File: src/rtl/fetch_unit.sv
// Instruction-fetch stage: owns PCF and the F/D pipeline register, fetching one
// instruction at a time from a variable-latency memory over a valid/ready channel.
module fetch_unit #(
  parameter logic [31:0] RESET_PC  = 32'h0000_0000,
  parameter logic [31:0] NOP_INSTR = 32'h0000_0013
) (
  input  logic        clk,
  input  logic        reset,
  input  logic        StallF,
  input  logic        FlushD,
  input  logic [31:0] PCTargetE,
  output logic        ImemReqValid,
  output logic [31:0] ImemReqAddr,
  input  logic        ImemReqReady,
  input  logic        ImemRespValid,
  input  logic [31:0] ImemRespData,
  output logic [31:0] InstrD,
  output logic [31:0] PCD,
  output logic [31:0] PCPlus4D,
  output logic        ValidD
);

  typedef enum logic [1:0] {S_IDLE, S_REQ, S_WAIT, S_HOLD} state_t;

  state_t      state_reg, state_next;
  logic [31:0] pcf_reg, pcf_next;
  logic [31:0] hold_data_reg, hold_data_next;
  logic        discard_reg, discard_next;
  logic [31:0] instr_d_reg, instr_d_next;
  logic [31:0] pcd_reg, pcd_next;
  logic [31:0] pc_plus4_d_reg, pc_plus4_d_next;
  logic        valid_d_reg, valid_d_next;
  logic        deliver;
  logic [31:0] deliver_data;

  always_comb begin
    state_next      = state_reg;
    pcf_next        = pcf_reg;
    hold_data_next  = hold_data_reg;
    discard_next    = discard_reg;
    instr_d_next    = instr_d_reg;
    pcd_next        = pcd_reg;
    pc_plus4_d_next = pc_plus4_d_reg;
    valid_d_next    = valid_d_reg;
    deliver         = 1'b0;
    deliver_data    = ImemRespData;

    case (state_reg)
      S_IDLE: state_next = S_REQ;
      S_REQ: begin
        if (ImemReqReady) state_next = S_WAIT;
      end
      S_WAIT: begin
        if (ImemRespValid) begin
          if (discard_reg) begin
            discard_next = 1'b0;
            state_next   = S_REQ;
          end else if (!StallF) begin
            deliver    = 1'b1;
            state_next = S_REQ;
          end else begin
            hold_data_next = ImemRespData;
            state_next     = S_HOLD;
          end
        end
      end
      S_HOLD: begin
        if (!StallF) begin
          deliver      = 1'b1;
          deliver_data = hold_data_reg;
          state_next   = S_REQ;
        end
      end
      default: state_next = S_IDLE;
    endcase

    if (deliver) begin
      instr_d_next    = deliver_data;
      pcd_next        = pcf_reg;
      pc_plus4_d_next = pcf_reg + 32'd4;
      valid_d_next    = 1'b1;
      pcf_next        = pcf_reg + 32'd4;
    end else if (!StallF) begin
      instr_d_next = NOP_INSTR;
      valid_d_next = 1'b0;
    end

    // A redirect overrides stall and delivery; an accepted-but-unanswered
    // request must have its eventual response thrown away.
    if (FlushD) begin
      pcf_next        = PCTargetE;
      hold_data_next  = hold_data_reg;
      instr_d_next    = NOP_INSTR;
      valid_d_next    = 1'b0;
      pcd_next        = pcd_reg;
      pc_plus4_d_next = pc_plus4_d_reg;
      case (state_reg)
        S_REQ: begin
          if (ImemReqReady) begin
            state_next   = S_WAIT;
            discard_next = 1'b1;
          end else begin
            state_next = S_REQ;
          end
        end
        S_WAIT: begin
          if (ImemRespValid) begin
            state_next   = S_REQ;
            discard_next = 1'b0;
          end else begin
            state_next   = S_WAIT;
            discard_next = 1'b1;
          end
        end
        default: state_next = S_REQ;
      endcase
    end
  end

  always_ff @(posedge clk) begin
    if (reset) begin
      state_reg      <= S_IDLE;
      pcf_reg        <= RESET_PC;
      hold_data_reg  <= 32'd0;
      discard_reg    <= 1'b0;
      instr_d_reg    <= NOP_INSTR;
      pcd_reg        <= 32'd0;
      pc_plus4_d_reg <= 32'd0;
      valid_d_reg    <= 1'b0;
    end else begin
      state_reg      <= state_next;
      pcf_reg        <= pcf_next;
      hold_data_reg  <= hold_data_next;
      discard_reg    <= discard_next;
      instr_d_reg    <= instr_d_next;
      pcd_reg        <= pcd_next;
      pc_plus4_d_reg <= pc_plus4_d_next;
      valid_d_reg    <= valid_d_next;
    end
  end

  assign ImemReqValid = (state_reg == S_REQ);
  assign ImemReqAddr  = pcf_reg;
  assign InstrD       = instr_d_reg;
  assign PCD          = pcd_reg;
  assign PCPlus4D     = pc_plus4_d_reg;
  assign ValidD       = valid_d_reg;

endmodule

File: config.mk
export PLATFORM = sky130hd
export DESIGN_NAME = fetch_unit
export DESIGN_NICKNAME = d
export VERILOG_FILES = /design/src/rtl/fetch_unit.sv
export SDC_FILE = /design/constraint.sdc
export NUM_CORES = 1
export LEC_CHECK = 0
export ABC_AREA = 1
export ABC_CLOCK_PERIOD_IN_PS = 3800
export CORE_ASPECT_RATIO = 0.9
export CORE_MARGIN = 5
export CORE_UTILIZATION = 52
export DETAILED_ROUTE_END_ITERATION = 7
export GPL_TIMING_DRIVEN = 0
export PLACE_DENSITY = 0.85
export RECOVER_POWER = 50
export SLEW_MARGIN = 15
export SYNTH_ARGS = -nofsm -noshare
export SYNTH_HDL_FRONTEND = slang
export SYNTH_SLANG_ARGS = --single-unit
File: constraint.sdc
create_clock -name clk -period 3.8 [get_ports clk]
set_input_delay 0.38 -clock clk [delete_from_list [all_inputs] [get_ports clk]]
set_output_delay 0.38 -clock clk [all_outputs]
set_load 0.02 [all_outputs]
==> results.py <==
metrics = {
    "timing": {
        "period_needed_ns": 2.784,
        "max_freq_ghz": 0.3592,
        "worst_pin_slew_ns": 0.6442,
        "drv_slew": 0,
        "fin_crit_sh": 0.7327,
        "grt_setup_unrepaired": "false",
        "relSlewSlack": 0.5705,
        "timing.hold.ws_ns": 0.4483,
        "tns_ns": 0,
        "setup_violations": 0,
        "hold_viol": 0,
        "worst_clock_skew_ns": 0.008770,
    },
    "logic_synthesis": {
        "yosysUniqueCellTypes": 32,
        "yosysSeqAreaShare": 0.4410,
        "synth_flop_cell": "dfxtp_1",
        "yosysWarnings": 0,
        "synth-edff-count": 0,
        "synth_cells": 1015,
        "ys_async_sr_fraction": 0,
        "syn_area_per_cell_um2": 7.246,
        "synth_nets": 1090,
        "syn_area_um2": 7355,
        "synth.most_common_cell": "nand2_1",
        "yosys-top-cells-count": "nand2_1 (272), dfxtp_1 (162), a21oi_1 (131)",
        "synth.area.top_cells": "dfxtp_1 (44%), nand2_1 (14%), a21oi_1 (8.9%), o21ai_0 (6.7%), inv_1 (4.2%)",
        "yosysTopAreaCell": "dfxtp_1",
        "ys_ff_latch": 162,
        "synth.top_cell.area_share": 0.4410,
    },
    "layout": {
        "diodes": 0,
        "drive_gt1_frac": 0.06034,
        "fin_nets": 1306,
        "regArea_um2": 3243,
        "fill_cells": 1102,
        "area_growth_pct": 37.31,
        "multi_input_area_um2": 3411,
    },
    "global_routing": {
        "grt.overflow.total": 0,
        "grt_pass1_wl_mm": 37.67,
        "antenna_found_initial": 0,
        "grt_usage": 0.2852,
        "grt_pass1_vias": 7538,
        "grt_max_degree": 17,
    },
    "route": {
        "finalWirelength_mm": 23.88,
        "ant_nets": 0,
        "drc": 0,
        "post_drt_wl_per_cell_um": 16.63,
        "drt_first_iter_violations": 845,
        "via_count": 7818,
        "vias_per_cell": 5.444,
        "drtPass1Iterations": 6,
    },
    "setup_path": {
        "start_kind": "flip-flop",
        "endpoint_kind": "flip-flop",
        "crit_path_max_fanout": 10,
        "crit_arrival_ns": 3.13,
        "r2r_slack_ns": 1.02,
        "required_ns": 4.15,
        "r2r_cells": 10,
        "r2r_start": "state_reg[0]$_SDFFE_PP0P_",
        "critPathKind": "reg -> reg",
        "r2r_end": "ImemReqAddr[10]$_SDFFE_PP0P_",
    },
    "worst_hold_path": {
        "min_to": "InstrD[30]$_SDFFE_PP0P_",
        "hp-start": "InstrD[30]$_SDFFE_PP0P_",
        "hold_path.class": "reg -> reg",
        "holdPathStages": 2,
    },
    "cts": {
        "cts-root-buf": "clkbuf_16",
        "h-tree-depth": 4,
        "clkSinkCount": 162,
        "cts_tree": "yes",
        "path_clk_slew_ns": 0.06,
        "cts_inserted_buffers": 17,
        "clk_path_buf_depth": 2,
        "post_cts_resized": 0,
        "postCtsSetupBuffers": 0,
        "postCtsHoldBufs": 0,
        "clock_latency_ns": 0.43,
    },
    "die": {
        "fp.dieH_um": 122.8,
        "core_um2": 13950,
        "rows": 41,
        "pin_count": 200,
        "die_w_um": 135.4,
        "initial_core_util": 0.5271,
        "dieArea_um2": 16620,
    },
    "power": {
        "vdd_drop_max_v": 0.0003510,
        "p_per_area_nw_per_um2": 401.5,
        "leakage_uw": 0.004062,
    },
    "run": {
        "cap_viol_max_count": 0,
    },
    "placed_design": {
        "place.gp.congestion": 0.9892,
        "portBuffers": 197,
        "hpwlAfterDp_mm": 17.48,
    },
    "run_status": {
        "status": "completed",
    },
}
## placed cells by master (no fill, tap or decap), types with 17 or more instances in the layout
| cell type | Yosys | layout |
|---|---|---|
| o211ai_1 | 29 | 29 |
| inv_1 | 82 | 82 |
| nand2_1 | 272 | 274 |
| dfxtp_1 | 162 | 162 |
| dlygate4sd3_1 | 0 | 108 |
| o21ai_0 | 98 | 99 |
| nor2_1 | 66 | 68 |
| clkbuf_1 | 33 | 44 |
| clkdlybuf4s50_1 | 0 | 89 |
| a21oi_1 | 131 | 131 |
| nand3_1 | 34 | 34 |
| clkbuf_16 | 0 | 17 |
## per-stage QoR
step	area [um2]	cells	power [uW]	util	setup WS (ns)
2_1_floorplan	7355	1015	2096	-	2.154
5_1_grt	10100	1436	4181	0.7237	0.8631
3_3_place_gp	9568	1405	2327	0.6857	1.602
6_report	10100	1436	4055	0.7237	1.016
4_1_cts	10170	1436	4064	0.7289	1.699
3_5_place_dp	9568	1405	2335	0.6857	1.610
## worst max-delay path by stage
stage,startpoint,endpoint,slack (ns),cells past startpoint
2_1_floorplan,ImemReqAddr[3]$_SDFFE_PP0P_,ImemReqAddr[26]$_SDFFE_PP0P_,2.15,8
3_3_place_gp,ImemRespValid,ImemReqAddr[15]$_SDFFE_PP0P_,1.60,9
3_5_place_dp,ImemRespValid,PCD[18]$_SDFFE_PP0P_,1.61,8
4_1_cts,state_reg[0]$_SDFFE_PP0P_,ImemReqValid,1.70,2
5_1_grt,state_reg[0]$_SDFFE_PP0P_,ImemReqAddr[10]$_SDFFE_PP0P_,0.86,10
6_report,state_reg[0]$_SDFFE_PP0P_,ImemReqAddr[10]$_SDFFE_PP0P_,1.02,10
## layout make-up
class,instances,area share
Buffer,64,0.03098
Clock buffer,19,0.04386
Clock inverter,12,0.01586
Inverter,84,0.03122
Multi-Input combinational cell,705,0.3378
Sequential cell,162,0.3212
Tap cell,193,0.02391
Timing Repair Buffer,197,0.1953
## metal layers
metal | vias up | wire length (um) | global-route usage
met1 | 3544 | 10280 | 0.3845
met3 | 79 | 2236 | 0.07008
met4 | 0 | 892 | 0.1411
met5 | - | 0 | 0
met2 | 430 | 10470 | 0.4282
li1 | 3765 | - | -
## where the power goes
part,leakage [uW],switching (uW),internal [uW]
Sequential,0.00131,46.2,1750
Combinational,0.00247,294,207
Clock,0.000281,710,1050
Total,0.00406,1050,3000
## cell families after synthesis
family                   Yosys count  share of synthesized area
AND/OR/NAND/NOR                  400                     0.2252
AO/OA/AOI/OAI                    280                     0.2065
flip-flops                       162                     0.4410
buffers and inverters            148                    0.09272
multiplexers                      13                    0.01769
XOR/XNOR                           7                   0.008336
adder cells (fa/ha/maj)            5                   0.008506
## critical path, cell delays in order (launching register included)
cell      delay (ns)
dfxtp_1         0.35
inv_1           0.07
ha_1            0.19
nand2_1         0.12
o21ai_0         0.21
nand2_1         0.18
nor2_1          0.35
clkbuf_1        0.47
clkbuf_1        0.43
nand2_1         0.18
a31oi_1         0.17
No activity file was read; power rests on OpenSTA's default activity.
